File: config.mk
export PLATFORM = sky130hd
export DESIGN_NAME = imem_boot_loader_flat
export DESIGN_NICKNAME = d
export VERILOG_FILES = /design/src/rtl/imem_boot_loader_if.sv /design/src/rtl/imem_boot_loader.sv /design/src/flat_wrapper.sv
export SDC_FILE = /design/constraint.sdc
export NUM_CORES = 1
export LEC_CHECK = 0
export BUFFER_PORTS_ARGS = -buffer_cell sky130_fd_sc_hd__buf_2
export CAP_MARGIN = 10
export CORE_ASPECT_RATIO = 1.2
export CORE_MARGIN = 2
export CORE_UTILIZATION = 45
export CTS_CLUSTER_SIZE = 25
export DETAILED_ROUTE_END_ITERATION = 8
export PLACE_DENSITY = 0.72
export SYNTH_ARGS = -nofsm -noshare
export SYNTH_HDL_FRONTEND = slang
export SYNTH_SLANG_ARGS = --single-unit
File: constraint.sdc
create_clock -name clk -period 4.8 [get_ports clk]
set_input_delay 0.72 -clock clk [delete_from_list [all_inputs] [get_ports clk]]
set_output_delay 0.72 -clock clk [all_outputs]
set_load 0.02 [all_outputs]
File: src/rtl/imem_boot_loader_if.sv
// Host byte link and instruction-memory write port of the boot loader.
// Handshake: a byte moves from host to loader on every rising clk edge where
// rx_valid && rx_ready are both 1. The host keeps rx_valid and rx_data steady
// until that edge. rx_ready never depends combinationally on rx_valid.
// imem_we is a one-cycle strobe that needs no acknowledge. imem_addr and
// imem_wdata are valid while imem_we is 1.
interface imem_boot_loader_if;
  logic        rx_valid;
  logic [7:0]  rx_data;
  logic        rx_ready;
  logic        imem_we;
  logic [31:0] imem_addr;
  logic [31:0] imem_wdata;
  logic        core_hold;
  logic        done;
  logic        error;
  logic [15:0] words_loaded;
  logic [2:0]  dbg_state;

  modport master (
    output rx_valid, rx_data,
    input  rx_ready, imem_we, imem_addr, imem_wdata,
    input  core_hold, done, error, words_loaded, dbg_state
  );

  modport slave (
    input  rx_valid, rx_data,
    output rx_ready, imem_we, imem_addr, imem_wdata,
    output core_hold, done, error, words_loaded, dbg_state
  );
endinterface

File: src/rtl/imem_boot_loader.sv
// Boot loader. It takes a framed byte stream (A5, LEN_LO, LEN_HI, 4*LEN data
// bytes, CHK), builds little-endian words from the data bytes and writes them
// to instruction memory. The core stays in reset until the checksum matches.
module imem_boot_loader #(
  parameter logic [31:0] BASE_ADDR   = 32'h0000_0000,
  parameter int          MAX_WORDS   = 256,
  parameter int          TIMEOUT_CYC = 1000000
) (
  input logic               clk,
  input logic               rst,
  imem_boot_loader_if.slave bus
);

  localparam int TW = $clog2(TIMEOUT_CYC + 1);

  typedef enum logic [2:0] {
    S_IDLE, S_LEN_LO, S_LEN_HI, S_DATA, S_WRITE, S_CHECK, S_DONE, S_ERROR
  } state_t;

  state_t        state;
  logic [15:0]   len;
  logic [1:0]    idx;
  logic [23:0]   word_lo;
  logic [7:0]    chk;
  logic [TW-1:0] tcnt;

  logic          accept;
  logic          timed_out;
  logic          in_frame;
  logic [15:0]   len_next;

  assign accept    = bus.rx_valid && bus.rx_ready;
  assign in_frame  = (state == S_LEN_LO) || (state == S_LEN_HI) ||
                     (state == S_DATA)   || (state == S_CHECK);
  assign timed_out = (tcnt == TW'(TIMEOUT_CYC - 1));
  assign len_next  = {bus.rx_data, len[7:0]};

  assign bus.dbg_state = state;

  // Frame sequencer. Every output is registered here along with the state.
  always_ff @(posedge clk) begin
    if (rst) begin
      state            <= S_IDLE;
      len              <= '0;
      idx              <= '0;
      word_lo          <= '0;
      chk              <= '0;
      tcnt             <= '0;
      bus.rx_ready     <= 1'b1;
      bus.imem_we      <= 1'b0;
      bus.imem_addr    <= BASE_ADDR;
      bus.imem_wdata   <= '0;
      bus.core_hold    <= 1'b1;
      bus.done         <= 1'b0;
      bus.error        <= 1'b0;
      bus.words_loaded <= '0;
    end else begin
      case (state)
        S_IDLE, S_ERROR: begin
          if (accept && bus.rx_data == 8'hA5) begin
            state            <= S_LEN_LO;
            chk              <= '0;
            bus.words_loaded <= '0;
            bus.error        <= 1'b0;
          end
        end
        S_LEN_LO: begin
          if (accept) begin
            len[7:0] <= bus.rx_data;
            chk      <= chk ^ bus.rx_data;
            state    <= S_LEN_HI;
          end
        end
        S_LEN_HI: begin
          if (accept) begin
            len[15:8] <= bus.rx_data;
            chk       <= chk ^ bus.rx_data;
            if (len_next == 16'd0 || len_next > 16'(MAX_WORDS)) begin
              state     <= S_ERROR;
              bus.error <= 1'b1;
            end else begin
              state <= S_DATA;
              idx   <= '0;
            end
          end
        end
        S_DATA: begin
          if (accept) begin
            chk <= chk ^ bus.rx_data;
            idx <= idx + 2'd1;
            case (idx)
              2'd0: word_lo[7:0]   <= bus.rx_data;
              2'd1: word_lo[15:8]  <= bus.rx_data;
              2'd2: word_lo[23:16] <= bus.rx_data;
              default: begin
                // The last byte goes straight into the write data register.
                state          <= S_WRITE;
                bus.rx_ready   <= 1'b0;
                bus.imem_we    <= 1'b1;
                bus.imem_addr  <= BASE_ADDR + {14'd0, bus.words_loaded, 2'b00};
                bus.imem_wdata <= {bus.rx_data, word_lo};
              end
            endcase
          end
        end
        S_WRITE: begin
          bus.rx_ready     <= 1'b1;
          bus.imem_we      <= 1'b0;
          bus.words_loaded <= bus.words_loaded + 16'd1;
          if (bus.words_loaded + 16'd1 == len) state <= S_CHECK;
          else                                 state <= S_DATA;
        end
        S_CHECK: begin
          if (accept) begin
            if (bus.rx_data == chk) begin
              state         <= S_DONE;
              bus.done      <= 1'b1;
              bus.core_hold <= 1'b0;
              bus.rx_ready  <= 1'b0;
            end else begin
              state     <= S_ERROR;
              bus.error <= 1'b1;
            end
          end
        end
        default: begin
          // S_DONE stays here until reset.
        end
      endcase

      // Inter-byte watchdog. It is cleared by any accepted byte and whenever
      // the sequencer is outside the frame body.
      if (in_frame && !accept) begin
        if (timed_out) begin
          state     <= S_ERROR;
          bus.error <= 1'b1;
          tcnt      <= '0;
        end else begin
          tcnt <= tcnt + 1'b1;
        end
      end else begin
        tcnt <= '0;
      end
    end
  end

endmodule
File: src/flat_wrapper.sv
// flat-port wrapper written by rule: the top's interface ports become plain ports
module imem_boot_loader_flat 
#(
  parameter logic [31:0] BASE_ADDR   = 32'h0000_0000,
  parameter int          MAX_WORDS   = 256,
  parameter int          TIMEOUT_CYC = 1000000
)
  (clk, rst, bus_rx_valid, bus_rx_data, bus_rx_ready, bus_imem_we, bus_imem_addr, bus_imem_wdata, bus_core_hold, bus_done, bus_error, bus_words_loaded, bus_dbg_state);
  imem_boot_loader_if bus_i ();
  input logic clk;
  input logic rst;
  input wire logic [$bits(bus_i.rx_valid)-1:0] bus_rx_valid;
  input wire logic [$bits(bus_i.rx_data)-1:0] bus_rx_data;
  output wire logic [$bits(bus_i.rx_ready)-1:0] bus_rx_ready;
  output wire logic [$bits(bus_i.imem_we)-1:0] bus_imem_we;
  output wire logic [$bits(bus_i.imem_addr)-1:0] bus_imem_addr;
  output wire logic [$bits(bus_i.imem_wdata)-1:0] bus_imem_wdata;
  output wire logic [$bits(bus_i.core_hold)-1:0] bus_core_hold;
  output wire logic [$bits(bus_i.done)-1:0] bus_done;
  output wire logic [$bits(bus_i.error)-1:0] bus_error;
  output wire logic [$bits(bus_i.words_loaded)-1:0] bus_words_loaded;
  output wire logic [$bits(bus_i.dbg_state)-1:0] bus_dbg_state;
  assign bus_i.rx_valid = bus_rx_valid;
  assign bus_i.rx_data = bus_rx_data;
  assign bus_rx_ready = bus_i.rx_ready;
  assign bus_imem_we = bus_i.imem_we;
  assign bus_imem_addr = bus_i.imem_addr;
  assign bus_imem_wdata = bus_i.imem_wdata;
  assign bus_core_hold = bus_i.core_hold;
  assign bus_done = bus_i.done;
  assign bus_error = bus_i.error;
  assign bus_words_loaded = bus_i.words_loaded;
  assign bus_dbg_state = bus_i.dbg_state;
  imem_boot_loader #(.BASE_ADDR(BASE_ADDR), .MAX_WORDS(MAX_WORDS), .TIMEOUT_CYC(TIMEOUT_CYC)) u_core (.clk(clk), .rst(rst), .bus(bus_i));
endmodule
==> parameters.txt <==
Parameter                              Value

Setup path
  Required arrival time at the worst endpoint ... roughly 5100 ps
  Register-to-register setup slack ... roughly 2000 ps
  Peak fanout along the critical path ... 10
  Crit Path Category ... reg2reg
  Data arrival time of the critical path ... 3020 ps
  Category of the worst setup path launch point ... flop
  Critical Path End Type ... flop

Synthesis
  Gate count of the mapped netlist ... around 800
  Warnings, synthesis ... 0
  #FFs+latches synth ... 142
  Synth Cell Area ... between 6000 and 7000 µm²
  Post-synth EDFFs ... 0
  Dominant synthesized flop cell ... sky130_fd_sc_hd__dfxtp_1
  Distinct cells, synth ... 58
  Share of async-settable or async-resettable flops after synthesis ... 0%
  Part of the Yosys area used for sequential elements ... 43.78%
  Mean instance size in the synthesized netlist ... 7.927 µm²

Global route
  Via count of the first global-routing pass ... 5253
  Largest net degree at the start of global routing ... roughly 70
  Antenna violations before repair ... 0
  GR Overflow Total ... 0
  First-pass GRT wire length ... between 20000 and 30000 µm
  Gr usage total ... about a fifth

Timing
  Clk_skew ... roughly 6.1 ps
  Number of pins with negative max-slew slack in the final report ... 0
  Number of setup violations in the final report ... 0
  Sum of negative setup slack ... 0 ps
  Max Fclk ... 363.0 MHz
  Final period utilization ... roughly 57%
  Final count of hold timing violations ... 0
  Shortest period the worst path allows ... around 2800 ps
  Worst max-slew margin expressed relative to the limit ... 28.69%
  Setup repair after global routing missed its margin ... false
  Worst Tran Pin Value ... around 1100 ps

Route
  Vias/cell ... between 5 and 6
  Antenna-violating nets left ... 0
  DRC violations left ... 0
  First-pass DRT Iterations ... 7
  Via count ... between 5000 and 6000
  Total detailed-routing wirelength ... between 15000 and 20000 µm
  Wire length per cell after detailed routing ... between 10 and 15 µm
  Number of DRC markers after the initial detailed-route iteration ... roughly 420

Layout
  Most used cells in the layout excluding fill and tap cells ... sky130_fd_sc_hd__nand2_1, sky130_fd_sc_hd__dfxtp_1, sky130_fd_sc_hd__a21oi_1
  ANT cells ... 0
  Share of layout cells above drive strength 1 ... between 10% and 20%
  Most common cell after layout, fill and taps aside ... sky130_fd_sc_hd__nand2_1
  Syn-to-layout area delta ... 13.72%
  Layout net count ... between 800 and 900

Floorplanning
  Std cell rows ... 48
  Effective utilization at floorplan ... a little under half
  Area of the placeable core ... approximately 14000 µm²
  Die Y-Extent ... about 140 µm
  Floorplan die area ... roughly 15000 µm²
  Die boundary width ... around 110 µm
  I/O pins ... a little under 100

Power
  IR drop worst, VDD ... about 200 µV
  Pwr per Cell Area ... between 300 and 400 nW/µm²
  Leakage power ... approximately 2.7 nW
  Tot Pwr ... around 0.0025 W

Clock tree
  CTS resizes ... 0
  Clock slew at reported path FFs ... approximately 60 ps
  Post-CTS setup-driven buffer insertion count ... 0
  H-tree levels ... 4
  Number of buffers on the longest clock path ... 2
  Clock buffer count from CTS ... 17
  Clock insertion delay at the later pin of the skew report ... ~420 ps
  TritonCTS clock tree ... built
  Number of sinks on the clock net ... 142
  Number of buffers inserted by hold repair at cts ... 0
  Root buf cell ... sky130_fd_sc_hd__clkbuf_16

Run status
  Result of the run ... completed

Hold path
  Worst min-delay path category ... reg2reg

Placed design
  Weighted congestion reported at the end of routability-driven placement ... between 0.8 and 0.9
  Port-buffer cells ... 82
  HPWL after detailed placement ... 10510 µm

Flow run
  Max Cap Violations ... 0
==> stage by stage <==
stage / worst slack, ps / hold WS [ps] / utilization (%) / cell area (µm²) / std cells
after global placement: 1709 / 424.9 / 48.02 / 6835 / 1017
after detailed placement: 1649 / 432.0 / 48.02 / 6835 / 1017
after global routing: 1739 / 461.7 / 51.87 / 7383 / 1049
after CTS: 2056 / 441.0 / 51.87 / 7383 / 1049
final: 2045 / 443.7 / 51.87 / 7383 / 1049
after floorplan: 2355 / 412.9 / - / 6549 / 834
==> cells by family after synthesis <==
group	synth area share, %
and+or+nand+nor	25.25
AOI/OAI and AO/OA	14.95
DFF	43.78
buffers and inverters	6.379
xor gates and xnor gates	5.801
muxes	2.621
adders and majority gates	1.156
other	0.05776
==> report_power, final <==
group          switching, W  internal, W  total (W)  leakage (nW)
logic             0.0000496    0.0000102  0.0000598          1.26
registers       0.000000741      0.00118    0.00118          1.14
clock network      0.000502     0.000715    0.00122         0.261
total              0.000552      0.00190    0.00246          2.66
==> worst paths after layout <==
check,startpoint,endpoint,cells past startpoint
worst max register to register,u_core.bus.words_loaded[0]$_SDFFE_PP0P_,u_core.bus.dbg_state[1]$_SDFF_PP0_,7
worst max-delay path,u_core.bus.words_loaded[0]$_SDFFE_PP0P_,u_core.bus.dbg_state[1]$_SDFF_PP0_,7
worst min-delay path,u_core.tcnt[0]$_SDFF_PP0_,u_core.tcnt[0]$_SDFF_PP0_,1
worst min register to register,u_core.tcnt[0]$_SDFF_PP0_,u_core.tcnt[0]$_SDFF_PP0_,1
==> cells in the mapped netlist, types with 4 or more instances <==
master / n / share of area (%)
sky130_fd_sc_hd__a21oi_1: 102 / 7.9
sky130_fd_sc_hd__a22oi_1: 4 / 0.46
sky130_fd_sc_hd__a311oi_1: 5 / 0.67
sky130_fd_sc_hd__a31oi_1: 4 / 0.39
sky130_fd_sc_hd__and2_1: 4 / 0.39
sky130_fd_sc_hd__and3_1: 8 / 0.77
sky130_fd_sc_hd__buf_2: 10 / 0.77
sky130_fd_sc_hd__buf_4: 20 / 2.3
sky130_fd_sc_hd__clkbuf_1: 48 / 2.8
sky130_fd_sc_hd__dfxtp_1: 142 / 44
sky130_fd_sc_hd__ha_1: 6 / 1.2
sky130_fd_sc_hd__inv_1: 9 / 0.52
sky130_fd_sc_hd__mux2i_1: 17 / 2.6
sky130_fd_sc_hd__nand2_1: 149 / 8.6
sky130_fd_sc_hd__nand2b_1: 5 / 0.48
sky130_fd_sc_hd__nand3_1: 41 / 3.2
sky130_fd_sc_hd__nand3b_1: 9 / 1.0
sky130_fd_sc_hd__nand4_1: 10 / 0.96
sky130_fd_sc_hd__nor2_1: 79 / 4.6
sky130_fd_sc_hd__nor3_1: 14 / 1.1
sky130_fd_sc_hd__nor4_1: 4 / 0.39
sky130_fd_sc_hd__o21ai_0: 27 / 2.1
sky130_fd_sc_hd__or3_1: 7 / 0.67
sky130_fd_sc_hd__or4_1: 4 / 0.46
sky130_fd_sc_hd__xnor2_1: 31 / 4.2
sky130_fd_sc_hd__xor2_1: 12 / 1.6
==> sequential cells by signal, indices dropped and copies added, names as in the netlist <==
| register | cells |
|---|---|
| u_core.bus.done | 1 |
| u_core.bus.imem_wdata | 32 |
| u_core.idx | 2 |
| u_core.bus.dbg_state | 3 |
| u_core.word_lo | 24 |
| u_core.bus.core_hold | 1 |
| u_core.bus.rx_ready | 1 |
| u_core.bus.imem_addr | 16 |
| u_core.bus.error | 1 |
| u_core.len | 16 |
| u_core.chk | 8 |
| u_core.tcnt | 20 |
| u_core.bus.imem_we | 1 |
| u_core.bus.words_loaded | 16 |
==> layout make-up <==
class / instances / area, µm²
clock buffer: 20 / 436.7
clock inverter: 12 / 111.4
fill: 1393 / 6850
inverter: 9 / 33.78
multi-input combinational: 605 / 3297
sequential: 142 / 2843
tap: 175 / 219.0
timing repair buffer: 86 / 442.9
==> routing by layer <==
layer / wire, µm / vias to the layer above / part of all wire, % / track usage, %
li1: - / 2847 / - / -
met1: 7062 / 2685 / 45 / 27.28
met2: 7503 / 164 / 48 / 33.47
met3: 827 / 28 / 5.3 / 4.743
met4: 326 / 0 / 2.1 / 8.875
met5: 0 / - / 0 / 0
==> worst max-delay path, stage by stage (launching register included) <==
cell and delay [ps]:
sky130_fd_sc_hd__dfxtp_1 500, sky130_fd_sc_hd__ha_1 380, sky130_fd_sc_hd__nand4_2 220, sky130_fd_sc_hd__or3_1 450
sky130_fd_sc_hd__o311a_1 340, sky130_fd_sc_hd__a2111oi_0 340, sky130_fd_sc_hd__and4_1 290, sky130_fd_sc_hd__o22ai_1 80
No activity file was read; power rests on OpenSTA's default activity.
